`src/rtl/rx_pkg.sv`:
```
// Shared definitions for the receive frame controller: FSM encoding and frame
// framing constants used by the datapath and its statistics.
package rx_pkg;

    typedef enum logic [2:0] {
        IDLE,
        ADDR,
        RECV,
        DISCARD,
        HOLD
    } rx_state_t;

    localparam logic [7:0] BCAST_ADDR    = 8'hFF;
    localparam int         FCS_LEN       = 2;
    localparam int         MIN_FRAME_LEN = 6;

    function automatic logic addr_match(input logic [7:0] dest,
                                        input logic [7:0] station,
                                        input logic       promisc);
        return promisc || (dest == station) || (dest == BCAST_ADDR);
    endfunction

endpackage

```
`src/rtl/sat_counter8.sv`:
```
// Eight-bit statistics counter that sticks at 8'hFF instead of wrapping.
module sat_counter8 (
    input  logic       netclk,
    input  logic       reset,
    input  logic       inc,
    output logic [7:0] value
);

    always_ff @(posedge netclk or posedge reset) begin
        if (reset)
            value <= 8'h00;
        else if (inc && (value != 8'hFF))
            value <= value + 8'd1;
    end

endmodule

```
`src/rtl/rx_frame_ctrl.sv`:
```
// Receive frame controller: filters deframed bytes by destination, writes the
// accepted frame into a linear buffer and holds it until the host releases it.
module rx_frame_ctrl
    import rx_pkg::*;
#(
    parameter int ADDR_W = 8
) (
    input  logic              netclk,
    input  logic              reset,
    input  logic              byte_ready,
    input  logic [7:0]        din,
    input  logic              frame_complete,
    input  logic              frame_valid,
    input  logic              frame_abort,
    input  logic [7:0]        station_id,
    input  logic              promisc,
    output logic              buf_we,
    output logic [ADDR_W-1:0] buf_addr,
    output logic [7:0]        buf_wdata,
    output logic              rx_avail,
    output logic [ADDR_W:0]   rx_len,
    input  logic              rx_ack,
    output logic [7:0]        crc_err_cnt,
    output logic [7:0]        abort_cnt,
    output logic [7:0]        drop_cnt,
    output logic [7:0]        ovf_cnt
);

    localparam logic [ADDR_W:0] LAST_PTR = {1'b0, {ADDR_W{1'b1}}};
    localparam logic [ADDR_W:0] PTR_ONE  = (ADDR_W+1)'(1);
    localparam logic [ADDR_W:0] MIN_LEN  = (ADDR_W+1)'(MIN_FRAME_LEN);
    localparam logic [ADDR_W:0] FCS_SUB  = (ADDR_W+1)'(FCS_LEN);

    rx_state_t         state, state_next;
    logic              byte_q, complete_q, abort_q;
    logic              byte_ev, complete_ev, abort_ev;
    logic [ADDR_W:0]   wr_ptr, wr_ptr_next;
    logic [ADDR_W-1:0] wr_addr;
    logic              wr_en, hold_set, hold_clr;
    logic [ADDR_W:0]   hold_len;
    logic              inc_crc, inc_abort, inc_drop, inc_ovf;

    assign byte_ev     = byte_ready && !byte_q;
    assign complete_ev = frame_complete && !complete_q;
    assign abort_ev    = frame_abort && !abort_q;

    always_ff @(posedge netclk or posedge reset) begin
        if (reset)
            state <= IDLE;
        else
            state <= state_next;
    end

    // A byte arriving together with the closing flag is counted before the length test.
    always_comb begin
        state_next  = state;
        wr_ptr_next = wr_ptr;
        wr_addr     = wr_ptr[ADDR_W-1:0];
        wr_en       = 1'b0;
        hold_set    = 1'b0;
        hold_clr    = 1'b0;
        hold_len    = rx_len;
        inc_crc     = 1'b0;
        inc_abort   = 1'b0;
        inc_drop    = 1'b0;
        inc_ovf     = 1'b0;
        case (state)
            IDLE: begin
                wr_addr = '0;
                if (byte_ev) begin
                    if (addr_match(din, station_id, promisc)) begin
                        wr_en       = 1'b1;
                        wr_ptr_next = PTR_ONE;
                        state_next  = RECV;
                    end else begin
                        state_next  = DISCARD;
                    end
                end
            end
            ADDR, RECV: begin
                if (abort_ev) begin
                    inc_abort  = 1'b1;
                    state_next = IDLE;
                end else begin
                    if (byte_ev) begin
                        wr_en       = 1'b1;
                        wr_ptr_next = wr_ptr + PTR_ONE;
                    end
                    if (byte_ev && (wr_ptr == LAST_PTR)) begin
                        inc_ovf    = 1'b1;
                        state_next = DISCARD;
                    end else if (complete_ev) begin
                        if (!frame_valid) begin
                            inc_crc    = 1'b1;
                            state_next = IDLE;
                        end else if (wr_ptr_next < MIN_LEN) begin
                            inc_drop   = 1'b1;
                            state_next = IDLE;
                        end else begin
                            hold_set   = 1'b1;
                            hold_len   = wr_ptr_next - FCS_SUB;
                            state_next = HOLD;
                        end
                    end
                end
            end
            DISCARD: begin
                if (complete_ev || abort_ev)
                    state_next = IDLE;
            end
            HOLD: begin
                if (complete_ev)
                    inc_drop = 1'b1;
                if (rx_ack) begin
                    hold_clr   = 1'b1;
                    state_next = IDLE;
                end
            end
            default: state_next = IDLE;
        endcase
        if (state_next == IDLE)
            wr_ptr_next = '0;
    end

    always_ff @(posedge netclk or posedge reset) begin
        if (reset) begin
            byte_q     <= 1'b0;
            complete_q <= 1'b0;
            abort_q    <= 1'b0;
            wr_ptr     <= '0;
            buf_we     <= 1'b0;
            buf_addr   <= '0;
            buf_wdata  <= 8'h00;
            rx_avail   <= 1'b0;
            rx_len     <= '0;
        end else begin
            byte_q     <= byte_ready;
            complete_q <= frame_complete;
            abort_q    <= frame_abort;
            wr_ptr     <= wr_ptr_next;
            buf_we     <= wr_en;
            if (wr_en) begin
                buf_addr  <= wr_addr;
                buf_wdata <= din;
            end
            if (hold_set) begin
                rx_avail <= 1'b1;
                rx_len   <= hold_len;
            end else if (hold_clr) begin
                rx_avail <= 1'b0;
            end
        end
    end

    sat_counter8 u_crc_cnt   (.netclk(netclk), .reset(reset), .inc(inc_crc),   .value(crc_err_cnt));
    sat_counter8 u_abort_cnt (.netclk(netclk), .reset(reset), .inc(inc_abort), .value(abort_cnt));
    sat_counter8 u_drop_cnt  (.netclk(netclk), .reset(reset), .inc(inc_drop),  .value(drop_cnt));
    sat_counter8 u_ovf_cnt   (.netclk(netclk), .reset(reset), .inc(inc_ovf),   .value(ovf_cnt));

endmodule

```
`config.mk`:
```
export PLATFORM = sky130hd
export DESIGN_NAME = rx_frame_ctrl
export DESIGN_NICKNAME = d
export VERILOG_FILES = /design/src/rtl/rx_pkg.sv /design/src/rtl/sat_counter8.sv /design/src/rtl/rx_frame_ctrl.sv
export SDC_FILE = /design/constraint.sdc
export NUM_CORES = 1
export LEC_CHECK = 0
export CORE_ASPECT_RATIO = 1.5
export CORE_MARGIN = 2
export CORE_UTILIZATION = 48
export CTS_BUF_LIST = sky130_fd_sc_hd__clkbuf_8
export CTS_CLUSTER_DIAMETER = 150
export DETAILED_ROUTE_END_ITERATION = 8
export GPL_TIMING_DRIVEN = 0
export PLACE_DENSITY = 0.78
export SYNTH_ARGS = -nofsm -noshare
export SYNTH_HDL_FRONTEND = slang
export SYNTH_SLANG_ARGS = --single-unit
```
`constraint.sdc`:
```
create_clock -name netclk -period 2.4 [get_ports netclk]
set_input_delay 0.24 -clock netclk [delete_from_list [all_inputs] [get_ports netclk]]
set_output_delay 0.24 -clock netclk [all_outputs]
set_load 0.005 [all_outputs]
```
==> results.py, run 1 <==
metrics = {
    "routing": {
        "num_vias": 3056,
        "wirelength_um": 8840,
        "wire_per_inst_um": 15.7,
        "avgViaCountPerCell": 5.42,
        "first_iter_violations": 124,
        "detail-route-antenna-nets": 0,
        "drc": 0,
        "dr.pass1.iters": 4,
    },
    "timing": {
        "min_period_over_period_pct": 97.9,
        "period_needed_ps": 2350,
        "worst_clock_skew_ps": 10.2,
        "hold_ws_ps": 274,
        "setup_viol": 0,
        "setup_slack_ps": 50.7,
        "slew_headroom_pct": 41.0,
        "drv_slew": 0,
        "worst_pin_slew_ps": 885,
        "rsz0062_at_grt": "true",
        "max_freq_mhz": 426,
        "hold_viol": 0,
    },
    "floorplan": {
        "io-pin-count": 83,
        "fp-row-count": 39,
        "fp.dieW_um": 76.8,
        "start_util_pct": 49.9,
        "dieArea_mm2": 0.00870,
        "fp.dieH_um": 113,
        "core_mm2": 0.00766,
    },
    "worst_setup_path": {
        "critPathBufInv": 1,
        "cp_top_family": "compound AO/OA/AOI/OAI gates",
        "reg2reg_from": "byte_q$_DFF_PP0_",
        "r2r_end": "u_drop_cnt.value[1]$_DFFE_PP0P_",
        "r2r_slack_ps": 50,
        "worstPathArrival_ps": 2590,
        "path_cells": "buf_4, nand4b_1, mux2i_1, a31o_2, a31oi_4, a31oi_4, mux2_4",
        "slowest_delay_ps": 420,
        "start_kind": "flip-flop",
        "worst_path_most_repeated_cell": "a31oi_4",
        "worstSetupPathType": "flip-flop to flip-flop",
        "cpMaxStageDelayCell": "dfrtp_1",
        "critPathRequiredTime_ps": 2640,
        "critical_path.max_fanout": 7,
        "reg2reg_depth": 7,
        "end_kind": "flip-flop",
    },
    "clock_tree": {
        "cts_num_sinks": 74,
        "clk_latency_ps": 350,
        "clk_pin_slew_ps": 70,
        "cts-root-buf": "clkbuf_8",
        "h-tree-depth": 3,
        "tritoncts": "yes",
        "clockBufferDepth": 2,
        "cts_buffers": 9,
        "ctsHoldBuffers": 0,
    },
    "synthesis": {
        "synth_largest_area_cell": "dfrtp_1",
        "synth_edf_count": 0,
        "synth_compound_area_share_pct": 9.99,
        "synth_cell_types": 53,
        "synthArstFlopShare_pct": 100,
        "yosysMostFrequentCell": "dfrtp_1",
        "synth.area.top_cells": "dfrtp_1 (48%), xor2_1 (6.2%), xnor2_1 (5.7%), mux2_2 (5.3%), nand3_1 (2.9%)",
        "ys.flop_type": "dfrtp_1",
        "synth_top_area_share_pct": 48.5,
        "yosysWarnings": 0,
        "synthMuxAreaShare_pct": 6.35,
        "avgSynthCellArea_um2": 11.0,
        "ys_seq_area_share_pct": 48.5,
        "synth-simple-area-share_pct": 16.8,
        "syn-cell-area_mm2": 0.00382,
        "synth-xor-area-share_pct": 11.9,
        "synthCells": 348,
        "synth_top_family_by_area": "simple AND/OR/NAND/NOR gates",
        "synth_fa_ha_area_share_pct": 2.62,
        "yosys-top-cells-count": "dfrtp_1 (74), nor2_1 (27), xor2_1 (27)",
        "synth_nets": 380,
        "synth-seq-cells": 74,
    },
    "layout": {
        "area_growth_pct": 37.3,
        "drive_gt1_share_pct": 20.8,
        "fillers": 585,
        "stdcell_count": 564,
        "post-route-cell-area_mm2": 0.00525,
        "nNetsFinal": 490,
        "insertedDiodeCount": 0,
    },
    "power_and_ir_drop": {
        "p_per_area_mw_per_mm2": 652,
        "peakVddDrop_v": 0.000512,
        "p_leak_nw": 2.23,
    },
    "placement": {
        "place_inst": 532,
        "placed_area_mm2": 0.00479,
        "portBuffers": 82,
        "routabilityCongestion": 0.829,
        "place_hpwl_um": 6220,
        "dp_worst_setup_slack_ps": -733,
    },
    "worst_hold_path": {
        "hold_depth": 1,
        "hold_class": "input pin to flip-flop",
        "min-delay-start": "byte_ready",
        "min_to": "byte_q$_DFF_PP0_",
    },
    "run_status": {
        "outcome": "complete, no violations",
    },
    "grt": {
        "grt_pass1_vias": 3089,
        "antenna_found_initial": 0,
        "overflow": 0,
        "grt_max_degree": 75,
        "grt_pass1_wl_um": 14500,
        "track_usage_pct": 21.0,
    },
    "job": {
        "max_cap_violations": 0,
    },
}
-- repair_timing --
item / CTS / global route
pin swaps: 6 / 4
resized for setup: 16 / 15
endpoints found under the setup margin: 33 / 30
buffers inserted: 10 / 9
-- per-stage QoR --
step	TNS, ps	total power [mW]	util (%)
floorplan	0	2.01	-
global placement	-83260	2.50	62.5
detailed placement	-19230	2.54	62.5
CTS	0	3.42	66.6
global route	-234	3.62	68.5
finish	0	3.42	68.5
-- routing by layer --
| metal | vias up | global-route usage, % | wire (µm) |
|---|---|---|---|
| li1 | 1453 | - | - |
| met1 | 1499 | 22.9 | 3380 |
| met2 | 80 | 38.1 | 4810 |
| met3 | 24 | 5.82 | 391 |
| met4 | 0 | 8.85 | 261 |
| met5 | - | 0 | 0 |
-- worst register-to-register path, stage by stage, from the launching register on --
cell and delay (ps):
dfrtp_1 420, buf_4 160, nand4b_1 320, mux2i_1 200, a31o_2 330, a31oi_4 420, a31oi_4 70, mux2_4 320
-- final cells by class --
| type | count | area [µm²] | share of cell area, % |
|---|---|---|---|
| buffer | 12 | 92.6 | 1.77 |
| clock buffer | 11 | 151 | 2.89 |
| clock inverter | 4 | 20.0 | 0.382 |
| inverter | 15 | 58.8 | 1.12 |
| multi-input combinational | 245 | 1970 | 37.6 |
| sequential | 74 | 1850 | 35.4 |
| tap | 102 | 128 | 2.43 |
| timing repair buffer | 101 | 966 | 18.4 |
-- worst max-delay path by stage --
| stage | slack, ps | to | start | depth (start not counted) |
|---|---|---|---|---|
| 6_report | 50 | u_drop_cnt.value[1]$_DFFE_PP0P_ | byte_q$_DFF_PP0_ | 7 |
| 5_1_grt | -50 | u_drop_cnt.value[7]$_DFFE_PP0P_ | wr_ptr[0]$_DFFE_PP0P_ | 10 |
| 4_1_cts | 0.7 | u_drop_cnt.value[1]$_DFFE_PP0P_ | wr_ptr[0]$_DFFE_PP0P_ | 10 |
| 3_5_place_dp | -730 | wr_ptr[3]$_DFFE_PP0P_ | byte_ready | 10 |
| 3_3_place_gp | -900 | rx_len[7]$_DFFE_PP0P_ | reset | 2 |
| 2_1_floorplan | 10 | u_drop_cnt.value[1]$_DFFE_PP0P_ | byte_q$_DFF_PP0_ | 9 |
-- registers in the layout, indices dropped and copies added, names as in the netlist, 3 cells and up --
register           count
state                  3
u_drop_cnt.value       8
u_ovf_cnt.value        8
u_crc_cnt.value        8
rx_len                 9
buf_wdata              8
wr_ptr                 9
buf_addr               8
u_abort_cnt.value      8
-- where the power goes --
part	internal, mW	switching (mW)
clock network	0.416	0.424
logic	0.556	0.401
registers	1.43	0.196
total	2.40	1.02
-- cell usage in the layout, fill, tap and decap left out, types with 8 or more instances in the layout --
cell type and count:
inv_1 16, mux2_2 17, xor2_1 27, xnor2_1 24, and3_1 8, buf_4 19
o21ai_0 10, clkbuf_8 13, nand3_1 20, clkdlybuf4s50_1 81, nand4_1 14, nor2_1 26
dfrtp_1 72, nand2_1 17
-- logic make-up (layout without fill, tap and decap cells) --
kind of cell | after synthesis | count (layout)
AND/OR/NAND/NOR | 117 | 117
flip-flops | 74 | 74
XOR/XNOR | 52 | 52
AO/OA/AOI/OAI | 46 | 46
buffers and inverters | 29 | 143
multiplexers | 22 | 22
adder cells (fa/ha/maj) | 8 | 8
(Power assumes the default switching activity.)
==> inputs of run 2 (changes only) <==
Settings changed: SKIP_CTS_REPAIR_TIMING from default to 1.
==> run 2 against run 1 <==
Against the previous run: the flow now finishes with violations (negative setup slack); via count fell by 1.2%; largest power group unchanged; cell count fell by 0.89%; register-to-register slack lost 80 ps; critical endpoint unchanged.
==> results.py, run 2 (synthesized netlist as in run 1, its figures left out) <==
metrics = {
    "run_status": {
        "outcome": "complete, but fails checks",
        "violations": "negative setup slack",
    },
    "routing": {
        "drc": 0,
        "detail-route-antenna-nets": 0,
        "dr.pass1.iters": 4,
        "first_iter_violations": 114,
        "num_vias": 3020,
        "wire_per_inst_um": 15.6,
        "avgViaCountPerCell": 5.40,
        "wirelength_um": 8700,
    },
    "floorplan": {
        "fp-row-count": 39,
        "start_util_pct": 49.9,
        "fp.dieW_um": 76.8,
        "io-pin-count": 83,
        "fp.dieH_um": 113,
        "core_mm2": 0.00766,
        "dieArea_mm2": 0.00870,
    },
    "placement": {
        "place_inst": 532,
        "routabilityCongestion": 0.829,
        "place_hpwl_um": 6220,
        "dp_worst_setup_slack_ps": -733,
        "portBuffers": 82,
    },
    "clock_tree": {
        "h-tree-depth": 3,
        "cts-root-buf": "clkbuf_8",
        "clk_pin_slew_ps": 70,
        "clk_latency_ps": 350,
        "tritoncts": "yes",
        "cts_buffers": 9,
        "cts_num_sinks": 74,
        "clockBufferDepth": 2,
    },
    "timing": {
        "worst_pin_slew_ps": 888,
        "setup_slack_ps": -24.9,
        "worst_clock_skew_ps": 7.51,
        "drv_slew": 0,
        "hold_viol": 0,
        "setup_viol": 1,
        "max_freq_mhz": 412,
        "period_needed_ps": 2420,
        "rsz0062_at_grt": "true",
        "slew_headroom_pct": 40.8,
        "min_period_over_period_pct": 101,
        "hold_ws_ps": 150,
    },
    "worst_setup_path": {
        "worstPathArrival_ps": 2670,
        "r2r_slack_ps": -20,
        "worstSetupPathType": "flip-flop to flip-flop",
        "start_kind": "flip-flop",
        "reg2reg_depth": 10,
        "critPathRequiredTime_ps": 2640,
        "reg2reg_from": "wr_ptr[0]$_DFFE_PP0P_",
        "end_kind": "flip-flop",
        "r2r_end": "u_drop_cnt.value[1]$_DFFE_PP0P_",
        "critical_path.max_fanout": 7,
    },
    "worst_hold_path": {
        "min-delay-start": "byte_ready",
        "min_to": "byte_q$_DFF_PP0_",
        "hold_depth": 1,
        "hold_class": "input pin to flip-flop",
    },
    "grt": {
        "overflow": 0,
        "grt_max_degree": 75,
        "track_usage_pct": 20.3,
        "antenna_found_initial": 0,
        "grt_pass1_vias": 3029,
        "grt_pass1_wl_um": 14000,
    },
    "layout": {
        "final_cell_mix": "clkdlybuf4s50_1 (81), dfrtp_1 (70), xor2_1 (27)",
        "fin_util_pct": 68.0,
        "insertedDiodeCount": 0,
        "area_growth_pct": 36.3,
        "stdcell_count": 559,
        "fillers": 606,
        "largestRegisters": "rx_len x9, wr_ptr x9",
        "drive_gt1_share_pct": 19.9,
        "final_common_cell": "clkdlybuf4s50_1",
        "nNetsFinal": 485,
    },
    "power_and_ir_drop": {
        "p_leak_nw": 2.21,
        "peakVddDrop_v": 0.000511,
        "p_per_area_mw_per_mm2": 657,
    },
    "job": {
        "max_cap_violations": 0,
    },
}
[run 2: changes by cell type in the layout (fill, tap and decap cells not counted), sizes merged]
cell          change
dlygate4sd2       -1
dlymetal6s2s      +1
buf               -5
[run 2: how the worst max path moves through the flow]
stage                                startpoint  slack, ps                         endpoint  depth (start not counted)
after floorplan                byte_q$_DFF_PP0_         10  u_drop_cnt.value[1]$_DFFE_PP0P_                          9
after global placement                    reset       -900            rx_len[7]$_DFFE_PP0P_                          2
after detailed placement             byte_ready       -730            wr_ptr[3]$_DFFE_PP0P_                         10
after CTS                            byte_ready       -360            wr_ptr[3]$_DFFE_PP0P_                         10
after global routing      wr_ptr[0]$_DFFE_PP0P_        -80  u_drop_cnt.value[1]$_DFFE_PP0P_                         10
final                     wr_ptr[0]$_DFFE_PP0P_        -20  u_drop_cnt.value[1]$_DFFE_PP0P_                         10
[run 2: cell type report]
class                      count  area, µm²  area share (%)
buffer                        12       92.6            1.78
clock buffer                  11        151            2.91
clock inverter                 4       20.0           0.384
inverter                      15       58.8            1.13
multi-input combinational    245       1970            37.8
sequential                    74       1860            35.7
tap                          102        128            2.45
timing repair buffer          96        932            17.9
[run 2: critical path, cell delays in order, from the launching register on]
cell      delay [ps]
dfrtp_2          470
ha_4             200
nand3_2           80
nor2_2            50
ha_2             180
nand3b_1         140
nand3_2          110
nor4_4           310
a31oi_4          230
a31oi_4          240
mux2_4           310
[run 2: metal layers]
| layer | routed length, µm | up-vias | global-route usage, % | part of all wire (%) |
|---|---|---|---|---|
| met5 | 0 | - | 0 | 0 |
| met4 | 185 | 0 | 9.21 | 2.1 |
| met3 | 422 | 14 | 5.82 | 4.9 |
| met2 | 4740 | 83 | 36.2 | 54 |
| met1 | 3350 | 1486 | 22.3 | 39 |
| li1 | - | 1437 | - | - |
[run 2: where the power goes]
group / total [mW] / internal (mW) / switching (mW) / leakage, nW
clock network: 0.843 / 0.416 / 0.426 / 0.0938
registers: 1.62 / 1.43 / 0.197 / 0.968
logic: 0.953 / 0.555 / 0.399 / 1.15
total: 3.42 / 2.40 / 1.02 / 2.21
[run 2: metrics by stage]
| step | TNS, ps | instance area [µm²] | power [mW] |
|---|---|---|---|
| floorplan | 0 | 3840 | 2.01 |
| global placement | -83260 | 4780 | 2.50 |
| detailed placement | -19230 | 4790 | 2.54 |
| CTS | -6640 | 4960 | 3.39 |
| global route | -352 | 5210 | 3.61 |
| finish | -24.9 | 5210 | 3.42 |
